`src/rtl/uart_pkg.sv`:
```
// rtl/uart_pkg.sv - shared constants and state encoding for the uart_tx arbiter
package uart_pkg;

    localparam int UART_BYTE_W      = 8;
    localparam int UART_FRAME_TICKS = 10;

    typedef enum logic [1:0] {
        ST_IDLE = 2'd0,
        ST_SEND = 2'd1,
        ST_WAIT = 2'd2,
        ST_HOLD = 2'd3
    } arb_state_t;

endpackage

```
`src/rtl/rr_arbiter.sv`:
```
// rtl/rr_arbiter.sv - combinational round-robin arbiter: rotate, priority-encode, unrotate
module rr_arbiter #(
    parameter int N     = 4,
    parameter int IDX_W = (N > 1) ? $clog2(N) : 1
) (
    input  logic [N-1:0]     i_req,
    input  logic [IDX_W-1:0] i_ptr,
    output logic [N-1:0]     o_grant,
    output logic [IDX_W-1:0] o_idx,
    output logic             o_any
);

    logic [N-1:0]     w_rot;
    logic [IDX_W-1:0] w_pos;

    function automatic logic [IDX_W-1:0] wrap(input int v);
        int r;
        r = (v >= N) ? v - N : v;
        return r[IDX_W-1:0];
    endfunction

    always_comb begin
        w_rot   = '0;
        w_pos   = '0;
        o_grant = '0;
        o_idx   = '0;
        o_any   = |i_req;
        for (int i = 0; i < N; i++) begin
            w_rot[i] = i_req[wrap(int'(i_ptr) + i)];
        end
        // descending scan so the lowest rotated position (closest to the pointer) wins
        for (int i = N - 1; i >= 0; i--) begin
            if (w_rot[i]) begin
                w_pos = IDX_W'(i);
            end
        end
        o_idx = wrap(int'(i_ptr) + int'(w_pos));
        if (o_any) begin
            o_grant[o_idx] = 1'b1;
        end
    end

endmodule

```
`src/rtl/uart_tx_arbiter.sv`:
```
// rtl/uart_tx_arbiter.sv - round-robin sharing of one uart_tx among byte-stream requesters
module uart_tx_arbiter
    import uart_pkg::*;
#(
    parameter int N_REQ       = 4,
    parameter int FRAME_TICKS = UART_FRAME_TICKS,
    parameter int HOLD_TICKS  = 16,
    parameter int IDX_W       = $clog2(N_REQ)
) (
    input  logic                         i_clk,
    input  logic                         i_rst_n,
    input  logic                         i_tick,
    input  logic [N_REQ-1:0]             i_req_valid,
    input  logic [UART_BYTE_W*N_REQ-1:0] i_req_data,
    input  logic [N_REQ-1:0]             i_req_last,
    output logic [N_REQ-1:0]             o_req_ready,
    output logic                         o_tx_en,
    output logic [UART_BYTE_W-1:0]       o_tx_data,
    output logic [IDX_W-1:0]             o_grant_id,
    output logic                         o_busy
);

    localparam int CNT_MAX = (FRAME_TICKS > HOLD_TICKS) ? FRAME_TICKS : HOLD_TICKS;
    localparam int CNT_W   = $clog2(CNT_MAX + 1);

    arb_state_t             r_state;
    logic                   r_tx_en;
    logic [UART_BYTE_W-1:0] r_tx_data;
    logic [IDX_W-1:0]       r_grant_id;
    logic [IDX_W-1:0]       r_ptr;
    logic                   r_lock;
    logic [CNT_W-1:0]       r_cnt;

    logic [N_REQ-1:0]       w_arb_grant;
    logic [IDX_W-1:0]       w_arb_idx;
    logic                   w_arb_any;
    logic [N_REQ-1:0]       w_ready;
    logic [IDX_W-1:0]       w_sel_idx;
    logic [UART_BYTE_W-1:0] w_sel_data;
    logic                   w_sel_last;
    logic [IDX_W-1:0]       w_ptr_next;

    rr_arbiter #(
        .N     (N_REQ),
        .IDX_W (IDX_W)
    ) u_rr_arbiter (
        .i_req   (i_req_valid),
        .i_ptr   (r_ptr),
        .o_grant (w_arb_grant),
        .o_idx   (w_arb_idx),
        .o_any   (w_arb_any)
    );

    always_comb begin
        w_ready = '0;
        if (i_rst_n) begin
            if (r_state == ST_IDLE) begin
                w_ready = w_arb_grant;
            end else if (r_state == ST_HOLD) begin
                w_ready[r_grant_id] = 1'b1;
            end
        end
    end

    assign w_sel_idx  = (r_state == ST_HOLD) ? r_grant_id : w_arb_idx;
    assign w_sel_last = i_req_last[w_sel_idx];
    assign w_ptr_next = (r_grant_id == IDX_W'(N_REQ - 1)) ? '0 : r_grant_id + 1'b1;

    always_comb begin
        w_sel_data = '0;
        for (int i = 0; i < N_REQ; i++) begin
            if (w_sel_idx == IDX_W'(i)) begin
                w_sel_data = i_req_data[i*UART_BYTE_W +: UART_BYTE_W];
            end
        end
    end

    // the transmitter has no done output, so frame end is inferred from baud ticks
    always_ff @(posedge i_clk or negedge i_rst_n) begin
        if (!i_rst_n) begin
            r_state    <= ST_IDLE;
            r_tx_en    <= 1'b0;
            r_tx_data  <= '0;
            r_grant_id <= '0;
            r_ptr      <= '0;
            r_lock     <= 1'b0;
            r_cnt      <= '0;
        end else begin
            r_tx_en <= 1'b0;
            case (r_state)
                ST_IDLE: begin
                    if (w_arb_any) begin
                        r_tx_data  <= w_sel_data;
                        r_grant_id <= w_arb_idx;
                        r_lock     <= !w_sel_last;
                        r_tx_en    <= 1'b1;
                        r_state    <= ST_SEND;
                    end
                end
                ST_SEND: begin
                    r_cnt   <= '0;
                    r_state <= ST_WAIT;
                end
                ST_WAIT: begin
                    if (i_tick) begin
                        if (r_cnt == CNT_W'(FRAME_TICKS - 1)) begin
                            r_cnt <= '0;
                            if (r_lock) begin
                                r_state <= ST_HOLD;
                            end else begin
                                r_ptr   <= w_ptr_next;
                                r_state <= ST_IDLE;
                            end
                        end else begin
                            r_cnt <= r_cnt + 1'b1;
                        end
                    end
                end
                ST_HOLD: begin
                    // an owner byte beats a coincident timeout tick
                    if (i_req_valid[r_grant_id]) begin
                        r_tx_data <= w_sel_data;
                        r_lock    <= !w_sel_last;
                        r_tx_en   <= 1'b1;
                        r_state   <= ST_SEND;
                    end else if (i_tick) begin
                        if (r_cnt == CNT_W'(HOLD_TICKS - 1)) begin
                            r_cnt   <= '0;
                            r_lock  <= 1'b0;
                            r_ptr   <= w_ptr_next;
                            r_state <= ST_IDLE;
                        end else begin
                            r_cnt <= r_cnt + 1'b1;
                        end
                    end
                end
                default: r_state <= ST_IDLE;
            endcase
        end
    end

    assign o_req_ready = w_ready;
    assign o_tx_en     = r_tx_en;
    assign o_tx_data   = r_tx_data;
    assign o_grant_id  = r_grant_id;
    assign o_busy      = (r_state != ST_IDLE);

endmodule
```
`config.mk`:
```
export PLATFORM = sky130hd
export DESIGN_NAME = uart_tx_arbiter
export DESIGN_NICKNAME = d
export VERILOG_FILES = /design/src/rtl/uart_pkg.sv /design/src/rtl/rr_arbiter.sv /design/src/rtl/uart_tx_arbiter.sv
export SDC_FILE = /design/constraint.sdc
export NUM_CORES = 1
export LEC_CHECK = 0
export BUFFER_PORTS_ARGS = -buffer_cell sky130_fd_sc_hd__buf_2
export CORE_MARGIN = 2
export CORE_UTILIZATION = 40
export CTS_CLUSTER_DIAMETER = 150
export DETAILED_ROUTE_END_ITERATION = 16
export HOLD_SLACK_MARGIN = 0.03
export PLACE_DENSITY_LB_ADDON = 0.05
export REMOVE_ABC_BUFFERS = 1
export SYNTH_ARGS = -nofsm -noshare
export SYNTH_HDL_FRONTEND = slang
export SYNTH_SLANG_ARGS = --single-unit
```
`constraint.sdc`:
```
create_clock -name i_clk -period 3.7 [get_ports i_clk]
set_input_delay 0.74 -clock i_clk [delete_from_list [all_inputs] [get_ports i_clk]]
set_output_delay 0.74 -clock i_clk [all_outputs]
set_load 0.03 [all_outputs]
```
# Word-level counts from Yosys, hierarchy flattened
# Index checks and enable logic that the tools add are counted.
# word_totals
reg_bits	21
output_inout_bits	16
input_bits	43
n_memories	0
latchBits	0
wordCells	134
romBits	0
ramBits	0
# classes
reduce_logical	16
mux	67
magnitude_cmp	14
div_mod_pow	0
eq_ne	19
add_sub_neg	11
multipliers	0
n_bitwise	0
n_shift	0
# ops
cell	count
two-way mux 2 bit	24
two-way mux 8 bit	6
two-way mux 5 bit	5
less-than comparator 2 x 3 -> 1 bit (second input constant)	7
two-way mux 4 bit	4
case mux 8 bit (2 select lines)	1
case mux 5 bit (3 select lines)	1
two-way mux 1 bit	14
binary-select mux 1 bit (select 2 bit)	6
greater-or-equal comparator 3 bit (second input constant)	4
== test 2 bit (second input constant)	5
== test 5 x 4 -> 1 bit (second input constant)	2
!= test 2 bit (second input constant)	5
subtractor 2 x 1 -> 2 bit (second input constant)	5
case mux 2 bit (4 select lines)	1
AND reduction 4 bit	2
AND reduction 7 bit	1
adder 2 x 2 -> 3 bit (second input constant)	2
!= test 2 x 1 -> 1 bit (second input constant)	3
nonzero test 2 bit	3
adder 5 x 1 -> 5 bit (second input constant)	1
AND reduction 5 bit	1
demux 1 bit (select 2 bit)	2
== test 2 x 1 -> 1 bit (second input constant)	2
other kinds (16)	20

# Logic depth before layout (Yosys ltp)
# Gate-level depths: netlist of run 1.
# depth
depth_word	20
depth_mapped	14
mapped_depth_nobuf	11

# Cells and area by module
# Synthesis of run 1 repeated with hierarchy kept, for this count alone.
# hier_totals
cells_unflattened	173
hier_area_um2	1886.8
# modules_own_cells
module	seq_area_each_um2	area_per_inst_um2	instances	cells_per_inst
uart_tx_arbiter	525.5	1585.3	1	133
rr_arbiter	0.0	301.5	1	40

# Worst setup path before layout of run 1
# Ideal clock, no wire load.
# synth_timing
path_type	input port to output port
start	in i_req_valid[3]
end	out o_req_ready[2]
cell_stages	11
arrival_ns	2.891
required_ns	2.960
path_buffers	1
path_slack_ns	0.069
path_cell_list	buf_6 nor2b_1 a21oi_1 nor2_1 a211oi_1 a21oi_1 ha_1 xor2_2 and3_1 o21ai_0 a21boi_0
# synth_via
elab_chain_len	16
elab_cells_between_ends	25
classes_between	2 x add/sub; 3 x order compare; 18 x mux; 2 x reduce/logical
# synth_lines
item	line	rtl
from (decl)	uart_tx_arbiter.sv:13	input logic [N_REQ-1:0] i_req_valid,
binary-select mux 1 bit (select 2 bit)	rr_arbiter.sv:29	w_rot[i] = i_req[wrap(int'(i_ptr) + i)];
two-way mux 1 bit (implied by the code)	rr_arbiter.sv:29	
two-way mux 2 bit (4 in series)	rr_arbiter.sv:33	if (w_rot[i]) begin
adder 2 x 2 -> 3 bit	rr_arbiter.sv:37	o_idx = wrap(int'(i_ptr) + int'(w_pos));
greater-or-equal comparator 3 bit / subtractor 2 x 1 -> 2 bit (equally long branches)	rr_arbiter.sv:18	r = (v >= N) ? v - N : v;
two-way mux 2 bit	rr_arbiter.sv:18	
less-than comparator 2 x 3 -> 1 bit (implied by the code) / greater-or-equal comparator 2 x 1 -> 1 bit (equally long branches)	rr_arbiter.sv:39	o_grant[o_idx] = 1'b1;
logical AND 1 bit (implied by the code)	rr_arbiter.sv:39	
two-way mux 1 bit (implied by the code)	rr_arbiter.sv:39	
demux 1 bit (select 2 bit)	-	
two-way mux 4 bit (*)	rr_arbiter.sv:38	if (o_any) begin
two-way mux 4 bit (*)	uart_tx_arbiter.sv:57	if (r_state == ST_IDLE) begin
two-way mux 4 bit (*)	uart_tx_arbiter.sv:56	if (i_rst_n) begin
to (decl)	uart_tx_arbiter.sv:16	output logic [N_REQ-1:0] o_req_ready,
# Mark *: on every way between the ends. The rest lies on a longest branch, timed or not. The select of a mux whose other input is x is not followed.

# Final worst setup path of run 1
# layout_timing
start	in i_req_valid[2]
end	out o_req_ready[0]
# The elaborated chain is that of the path after synthesis.

==> metrics.md, run 1 <==
| Metric | Value |
|---|---|
| Status | finished, final reports clean |
| R2r worst-path depth | 11 |
| Port Buffers | 58 |
| Worst-margin pin slew | 0.595 ns |
| Clk sink count | 21 |
| TritonRoute pass-1 iters | 5 |
| Rows | 25 |
| GRT Total Usage | 0.179 |
| Area grow syn2layout | 19.7% |
| CTS tree | done |
| Final net count | 328 |
| Setup-failing EPs final | 0 |
| Post-Synthesis Cell Area | 1970 µm² |
| Wire length per cell | 13.5 µm |
| Largest area contributor in the netlist | dfrtp_1 |
| RSZ-0062 raised after global routing | no |
| Top cells by count, synth | 25 x nand2_1, 21 x dfrtp_1, 18 x nor2_1, 16 x mux2i_1, 16 x o21ai_0 |
| Hold Vio Cnt, Final | 0 |
| Leakage | 1.12 nW |
| Die Area | 5490 µm² |
| Final cell count without fillers | 339 |
| Final setup margin | 0.145 ns |
| Post-synthesis sequential area ratio | 0.267 |
| Post-synth EDFFs | 0 |
| Gr ovfl total | 0 |
| Maximum vdd drop | 0.432 mV |
| FF-to-FF Start | r_ptr[1]$_DFFE_PN0P_ |
| Async SR Flop Fraction | 1.00 |
| Initial Utilization | 0.416 |
| Ports | 59 |
| Largest net degree at the start of global routing | 26 |
| Hold Worst Slack | 0.445 ns |
| Cells after synthesis | 216 |
| Global-route wire length before repair | 7560 µm |
| Fin crit share | 0.961 |
| Worst-path clk slew | 0.08 ns |
| Highest Clock Rate | 281 MHz |
| Die height | 74.1 µm |
| Num CTS Buffers | 3 |
| Worst Clk Skew | 0.00523 ns |
| Crit path max fanout | 10 |
| Total negative setup slack | 0 ns |
| Routed vias | 1,757 |
| Critical Path RT | 2.96 ns |
| Worst reg2reg path endpoint | o_tx_data[4]$_DFFE_PN0P_ |
| Dominant synthesized flop cell | dfrtp_1 |
| Post-CTS Setup Bufs | 0 |
| Top cell type's share of synthesized area | 0.267 |
| Post-route ant nets | 0 |
| Final wirelength | 4590 µm |
| Synth cell types | 48 |
| Routability cong. | 0.813 |
| Core Region | 4720 µm² |
| Pre-CTS WS | 0.0926 ns |
| Placed cell count | 335 |
| Max Cap Violations | 0 |
| Synth top area cells | dfrtp_1 27%, mux2i_1 8.1%, ha_1 7.6% |
| Vias in the first global route | 1,655 |
| Avg Cell Area, Syn | 9.11 µm² |
| CTS root buf | clkbuf_8 |
| Flop2flop setup slack | 0.79 ns |
| #FFs+latches synth | 21 |
| Hpwl dp | 3540 µm |
| Crit Path Class | input port to output pin |
| Most frequent cell after synthesis | nand2_1 |
| Yosys warning count | 0 |
| Pwr dens | 932 nW/µm² |
| Arrival @ worst endpoint | 2.82 ns |
| Initial antenna violation count | 0 |
| Slew Viols, Final | 0 |
| Layout cells sized above 1 | 0.335 |
| H-tree levels | 1 |
| Final min period | 3.56 ns |
| Iteration-0 DRC Markers | 90 |
| # DRC | 0 |
| Longest Clk Path Bufs | 2 |
| Die W | 74.1 µm |
| Hold crit path type | input port to async pin |
| Critical Path Source Type | input port |
| Vias per cell | 5.18 |
| Worst-skew pair later-pin latency | 0.27 ns |
| Antenna cells | 0 |
| Rel. slew slack | 0.599 |
| Crit end category | output pin |
## kinds of logic after synthesis
kind of cell / count (synthesis) / synth area share
AOI/OAI and AO/OA: 60 / 0.254
xor gates and xnor gates: 2 / 0.0127
adders and majority gates: 12 / 0.0763
buffers and inverters: 23 / 0.0681
DFF: 21 / 0.267
muxes: 24 / 0.140
and+or+nand+nor: 74 / 0.181
## critical path, stage by stage
cell and delay, ns:
clkbuf_4 0.18, nand2_1 0.07, a21oi_1 0.15, nor2_1 0.05, a211oi_1 0.21, a21oi_1 0.07
ha_1 0.27, xor2_4 0.20, and3_1 0.25, o41ai_1 0.29, and2_1 0.16, buf_2 0.19
## worst max-delay path by stage
stage                   startpoint  slack [ns]             end  cells after the start
floorplan           i_req_valid[3]        0.19  o_req_ready[2]                     10
global placement    i_req_valid[2]        0.12  o_req_ready[0]                     12
detailed placement  i_req_valid[2]        0.09  o_req_ready[0]                     12
CTS                 i_req_valid[2]        0.08  o_req_ready[0]                     12
global route        i_req_valid[2]        0.01  o_req_ready[0]                     12
finish              i_req_valid[2]        0.14  o_req_ready[0]                     12
## cells in the final DEF, fill, tap and decap left out, types with 2 or more instances in the layout
cell / synthesis / final
nand2_1: 25 / 25
a21oi_1: 12 / 11
and3_1: 3 / 3
a21boi_0: 2 / 2
o31ai_1: 3 / 3
a2111oi_0: 2 / 2
a211oi_1: 2 / 2
clkbuf_8: 0 / 3
and2_1: 2 / 2
mux4_2: 2 / 2
nor4_1: 3 / 3
o21ai_0: 16 / 16
nor2_1: 18 / 18
or2_1: 2 / 2
ha_1: 12 / 12
o22ai_1: 2 / 2
nand2b_1: 2 / 2
o311ai_2: 8 / 8
nand3_1: 4 / 4
nor3_1: 6 / 6
o41ai_1: 2 / 2
nor2b_1: 4 / 4
buf_2: 2 / 57
mux2i_1: 16 / 16
buf_4: 4 / 5
mux2_2: 5 / 5
inv_1: 12 / 12
dfrtp_1: 21 / 20
## power by group
group | switching [mW] | leakage (nW) | internal (mW)
combinational | 0.937 | 0.833 | 0.647
sequential | 0.114 | 0.263 | 0.337
clock | 0.0852 | 0.0255 | 0.0752
## metal layers
layer / global-route usage / vias up / routed length [µm]
met4: 0.0424 / 0 / 40
li1: - / 914 / -
met3: 0.0379 / 4 / 231
met5: 0 / - / 0
met1: 0.238 / 790 / 2270
met2: 0.300 / 49 / 2050
## sequential cells by signal, indices dropped and copies added (netlist names)
name / flops
o_tx_data: 8
o_tx_en: 1
r_ptr: 2
o_grant_id: 2
r_cnt: 5
r_lock: 1
r_state: 2
## area by class of cell
type                    count  area (µm²)
repair buffers             63         330
multi-input cells         172        1320
inverters                  12        45.0
clock inverters             1        5.00
fillers                   484        2370
well taps                  67        83.8
flip-flops and latches     21         527
clock buffers               3        41.3
## through the flow
stage / util / total power [mW] / instance area, µm²
after floorplan: - / 1.63 / 1880
after global placement: 0.485 / 2.03 / 2290
after detailed placement: 0.485 / 2.04 / 2290
after CTS: 0.495 / 2.20 / 2340
after global routing: 0.499 / 2.40 / 2350
final: 0.499 / 2.20 / 2350
## what timing repair did
| action | CTS | global route |
|---|---|---|
| endpoints found under the setup margin | 0 | 3 |
| hold buffers | 0 | 0 |
| gates resized for setup | 0 | 4 |
(Power assumes the default switching activity.)
==> run 2: changes to the inputs <==
--- a/config.mk
+++ b/config.mk
@@ -11,7 +11,6 @@
 export CTS_CLUSTER_DIAMETER = 150
 export DETAILED_ROUTE_END_ITERATION = 16
 export HOLD_SLACK_MARGIN = 0.03
-export PLACE_DENSITY_LB_ADDON = 0.05
 export REMOVE_ABC_BUFFERS = 1
 export SYNTH_ARGS = -nofsm -noshare
 export SYNTH_HDL_FRONTEND = slang
==> run 2 against run 1 <==
Non-clock buffer count grew 3. Critical endpoint unchanged. Clock skew is 0.0017 ns lower. Via count up 2.9%. Combinational power about the same. Die area is the same. Sequential power decreased by 1%. Utilization up 0.24 points. Clock power decreased by 3%. Largest cell class unchanged. Hold slack worse by 0.16 ns. Global-route usage up 0.16 points.
==> metrics.md, run 2 (same netlist as run 1, synthesis figures left out) <==
| Metric | Value |
|---|---|
| Status | finished, final reports clean |
| FF-to-FF Start | r_ptr[1]$_DFFE_PN0P_ |
| Layout cells sized above 1 | 0.338 |
| R2r worst-path depth | 12 |
| Largest net degree at the start of global routing | 25 |
| Pre-CTS WS | 0.262 ns |
| Max incr delay on CP | 0.29 ns |
| GRT Total Usage | 0.181 |
| CTS root buf | clkbuf_8 |
| Hpwl dp | 3530 µm |
| Crit path cell chain | buf_2 > buf_4 > o21bai_1 > a21oi_1 > a21oi_1 > a21oi_1 > ha_1 > xor2_2 > and3_1 > o41ai_1 > and2_1 > buf_2 |
| Wire length per cell | 13.3 µm |
| Max reg flops | 8 |
| Die height | 74.1 µm |
| Final wirelength | 4560 µm |
| Worst-margin pin slew | 0.598 ns |
| Post-route ant nets | 0 |
| Total negative setup slack | 0 ns |
| Critical Path RT | 2.96 ns |
| Global-route wire length before repair | 7860 µm |
| Routability cong. | 0.828 |
| Max Cap Violations | 0 |
| CP Buf/Inv Count | 3 |
| Arrival @ worst endpoint | 2.70 ns |
| Num CTS Buffers | 3 |
| Combinational share of power | 0.727 |
| Antenna cells | 0 |
| Final Total Pwr | 2.20 mW |
| Clk pwr share | 0.070 |
| CTS tree | done |
| Final net count | 331 |
| Final cell count without fillers | 342 |
| Util after Layout | 0.501 |
| Worst-skew pair later-pin latency | 0.26 ns |
| Die W | 74.1 µm |
| Fin crit share | 0.930 |
| Worst-path clk slew | 0.08 ns |
| Gr ovfl total | 0 |
| Placed cell count | 338 |
| Crit-path slowest cell | o41ai_1 |
| Post-CTS Setup Bufs | 0 |
| H-tree levels | 1 |
| Pwr dens | 930 nW/µm² |
| Flop2flop setup slack | 0.73 ns |
| Longest Clk Path Bufs | 2 |
| Crit Path Class | input port to output pin |
| Final min period | 3.44 ns |
| Slew Viols, Final | 0 |
| Crit end category | output pin |
| Clk sink count | 21 |
| Highest Clock Rate | 291 MHz |
| Rel. slew slack | 0.601 |
| Ports | 59 |
| Critical Path Most Common Cell | a21oi_1 |
| Commonest non-fill, non-tap cell in the layout | buf_2 |
| Leakage | 1.14 nW |
| Maximum vdd drop | 0.488 mV |
| Worst Clk Skew | 0.00350 ns |
| Core Region | 4720 µm² |
| Sw Ratio | 0.515 |
| Final setup margin | 0.260 ns |
| Hold crit path type | input port to async pin |
| Iteration-0 DRC Markers | 82 |
| Sequential fraction of design power | 0.203 |
| Rows | 25 |
| Critical Path Source Type | input port |
| Crit path max fanout | 8 |
| Port Buffers | 58 |
| Die Area | 5490 µm² |
| Routed vias | 1,808 |
| Vias in the first global route | 1,683 |
| Hold Vio Cnt, Final | 0 |
| Family with the most delay on the worst path | compound AO/OA/AOI/OAI gates |
| Most frequent cells in the layout | 58 x buf_2, 25 x nand2_1, 20 x dfrtp_1 |
| # DRC | 0 |
| Int Pwr | 1.07 mW |
| FILL cells | 465 |
| Initial Utilization | 0.416 |
| Initial antenna violation count | 0 |
| Sw power | 1.13 mW |
| Area grow syn2layout | 20.3% |
| TritonRoute pass-1 iters | 4 |
| Worst reg2reg path endpoint | o_tx_data[1]$_DFFE_PN0P_ |
| RSZ-0062 raised after global routing | yes |
| Vias per cell | 5.29 |
| Setup-failing EPs final | 0 |
| Hold_buf cts | 0 |
-- run 2: through the flow --
step	instance area, µm²	hold slack, ns
after floorplan	1880	0.444
after global placement	2310	0.476
after detailed placement	2310	0.479
after global routing	2370	0.283
after CTS	2360	0.280
final	2370	0.288
-- run 2: worst max path at each step --
| stage | start | endpoint | slack, ns | cells past startpoint |
|---|---|---|---|---|
| after global routing | i_req_valid[2] | o_req_ready[0] | -0.009 | 12 |
| final | i_req_valid[2] | o_req_ready[0] | 0.26 | 12 |
| after global placement | i_req_valid[3] | o_req_ready[0] | 0.25 | 12 |
| after floorplan | i_req_valid[3] | o_req_ready[2] | 0.19 | 10 |
| after detailed placement | i_req_valid[2] | o_req_ready[1] | 0.26 | 12 |
| after CTS | r_ptr[1]$_DFFE_PN0P_ | o_req_ready[1] | 0.24 | 11 |
-- run 2: power by group through the flow --
stage	sequential [mW]	clock, mW	combinational [mW]
6_report	0.446	0.155	1.60
4_1_cts	0.444	0.160	1.60
5_1_grt	0.464	0.171	1.78
3_3_place_gp	0.449	0	1.59
3_5_place_dp	0.448	0	1.60
2_1_floorplan	0.538	0	1.10
-- run 2: per-layer routing --
metal  GRT usage  wire, µm
met1       0.255      2180
met2       0.287      2090
met3      0.0488       264
met4      0.0242        21
met5           0         0
-- run 2: what timing repair did --
action	4_1_cts	5_1_grt
gates resized for setup	0	2
endpoints found under the hold margin	0	0
endpoints found under the setup margin	0	2
-- run 2: worst register-to-register path, cell delays in order (launching register included) --
cell and delay, ns:
dfrtp_2 0.50, nand2_1 0.08, a21oi_1 0.14, nor2_1 0.05, a211oi_1 0.21, a21oi_1 0.07
ha_1 0.24, xor2_2 0.19, buf_4 0.17, nor4_1 0.05, a221o_1 0.46, or2_1 0.42
o311ai_2 0.30
-- run 2: final cells by class --
class,count,area [µm²],area share
repair buffers,66,350,0.148
clock buffers,4,45.0,0.0190
well taps,67,83.8,0.0354
flip-flops and latches,21,527,0.223
inverters,12,45.0,0.0190
multi-input cells,172,1320,0.556
==> run 3: changes to the inputs <==
==> constraint.sdc (replaced) <==
create_clock -name i_clk -period 3.3 [get_ports i_clk]
set_input_delay 0.66 -clock i_clk [delete_from_list [all_inputs] [get_ports i_clk]]
set_output_delay 0.66 -clock i_clk [all_outputs]
set_load 0.03 [all_outputs]
==> run 3 against run 2 <==
Die area did not move. Clock-buffer cell count fell by 1. Register-to-register slack got worse by 0.20 ns. Total power rose by 16%. Non-clock buffer count rose by 8. Hold slack got worse by 0.094 ns. Global-route usage fell by 0.52 points. Sequential cell count did not move. Critical path type unchanged. Utilization rose by 1.9 points.
==> metrics.md, run 3 (same netlist as run 1, synthesis figures left out) <==
| Metric | Value |
|---|---|
| Fin crit share | 0.963 |
| Gr ovfl total | 0 |
| Area grow syn2layout | 24.9% |
| Arrival @ worst endpoint | 2.52 ns |
| Multi-input gate area | 1340 µm² |
| Rows | 25 |
| Crit path max fanout | 5 |
| CTS tree | done |
| Highest Clock Rate | 315 MHz |
| Max Cap Violations | 0 |
| GRT Total Usage | 0.176 |
| Hpwl dp | 3560 µm |
| Final instance area | 2460 µm² |
| Wire length per cell | 13.3 µm |
| Status | finished, final reports clean |
| Slew Viols, Final | 0 |
| Port Buffers | 58 |
| Core Region | 4720 µm² |
| CTS root buf | clkbuf_8 |
| Die Area | 5490 µm² |
| Clk sink count | 21 |
| Initial antenna violation count | 0 |
| Setup-failing EPs final | 0 |
| Vias per cell | 5.22 |
| Global-route wire length before repair | 7710 µm |
| Worst-margin pin slew | 0.989 ns |
| Worst reg2reg path endpoint | o_tx_data[0]$_DFFE_PN0P_ |
| Seq. cell area | 526 µm² |
| Hold Worst Slack | 0.194 ns |
| Final min period | 3.18 ns |
| Hold Vio Cnt, Final | 0 |
| Critical Path Source Type | input port |
| Die W | 74.1 µm |
| H-tree levels | 1 |
| TritonRoute pass-1 iters | 4 |
| Rel. slew slack | 0.337 |
| Largest net degree at the start of global routing | 22 |
| # DRC | 0 |
| Final wirelength | 4660 µm |
| FF-to-FF Start | r_ptr[1]$_DFFE_PN0P_ |
| Hold crit path type | input port to async pin |
| Flop2flop setup slack | 0.53 ns |
| Post-DP Area | 2370 µm² |
| Vias in the first global route | 1,671 |
| FILL cells | 457 |
| Antenna cells | 0 |
| Max reg flops | 8 |
| Worst-skew pair later-pin latency | 0.27 ns |
| Num CTS Buffers | 3 |
| Ports | 59 |
| Die height | 74.1 µm |
| Layout cells sized above 1 | 0.378 |
| Iteration-0 DRC Markers | 69 |
| Routability cong. | 0.848 |
| Maximum vdd drop | 0.564 mV |
| Longest Clk Path Bufs | 2 |
| Crit end category | output pin |
| Post-route ant nets | 0 |
| Most frequent cells in the layout | 56 x buf_2, 25 x nand2_1, 21 x dfrtp_1 |
| Commonest non-fill, non-tap cell in the layout | buf_2 |
| Worst Clk Skew | 0.00328 ns |
| Initial Utilization | 0.416 |
| Leakage | 1.18 nW |
| Worst-path clk slew | 0.08 ns |
| Final net count | 339 |
| R2r worst-path depth | 12 |
| Crit Path Class | input port to output pin |
| Pwr dens | 1040 nW/µm² |
| Critical Path RT | 2.64 ns |
| Routed vias | 1,828 |
-- run 3: per-layer routing --
layer  GRT usage  vias to the layer above  share of wire
met5           0                        -              0
met4      0.0202                        0         0.0026
met3      0.0407                        3          0.047
met2       0.275                       40           0.46
met1       0.256                      857           0.49
li1            -                      928              -
-- run 3: how the worst max path moves through the flow --
stage	slack [ns]	startpoint	cells after the start	endpoint
after global placement	0.05	i_req_valid[3]	12	o_req_ready[0]
after detailed placement	0.06	i_req_valid[3]	12	o_req_ready[1]
final	0.12	i_req_valid[3]	12	o_req_ready[0]
after global routing	-0.02	i_req_valid[3]	12	o_req_ready[1]
after CTS	0.04	i_req_valid[3]	12	o_req_ready[1]
after floorplan	-0.05	i_req_valid[3]	10	o_req_ready[2]
-- run 3: through the flow --
stage	instances	utilization	setup WS [ns]	total power [mW]	TNS (ns)
final	350	0.520	0.121	2.56	0
after global routing	350	0.520	-0.0176	2.79	-0.0208
after CTS	350	0.512	0.0391	2.53	0
after detailed placement	346	0.502	0.0557	2.34	0
after global placement	346	0.502	0.0464	2.33	0
after floorplan	205	-	-0.0465	1.83	-0.0930
-- run 3: critical path, cell delays in order --
cell and delay, ns:
buf_2 0.10, nor2b_2 0.16, a21oi_1 0.12, nor2_1 0.06, a211oi_2 0.18, a21oi_1 0.06
ha_2 0.21, xor2_2 0.16, and3_4 0.21, o41ai_2 0.25, and2_1 0.16, clkbuf_4 0.18
-- run 3: final cells by class --
| cell class | count | share of cell area |
|---|---|---|
| Inverter | 12 | 0.0183 |
| Clock inverter | 1 | 0.00204 |
| Multi-Input combinational cell | 172 | 0.546 |
| Sequential cell | 21 | 0.214 |
| Timing Repair Buffer | 74 | 0.169 |
| Clock buffer | 3 | 0.0168 |
| Tap cell | 67 | 0.0341 |
-- run 3: report_power, final --
part / total, mW / switching [mW] / internal [mW]
clock network: 0.178 / 0.0933 / 0.0844
logic: 1.89 / 1.09 / 0.796
registers: 0.490 / 0.113 / 0.377
-- run 3: what timing repair did --
action / CTS / global route
buffers inserted: 0 / 0
gates resized for setup: 0 / 10
endpoints found under the setup margin: 0 / 4
hold buffers: 0 / 0
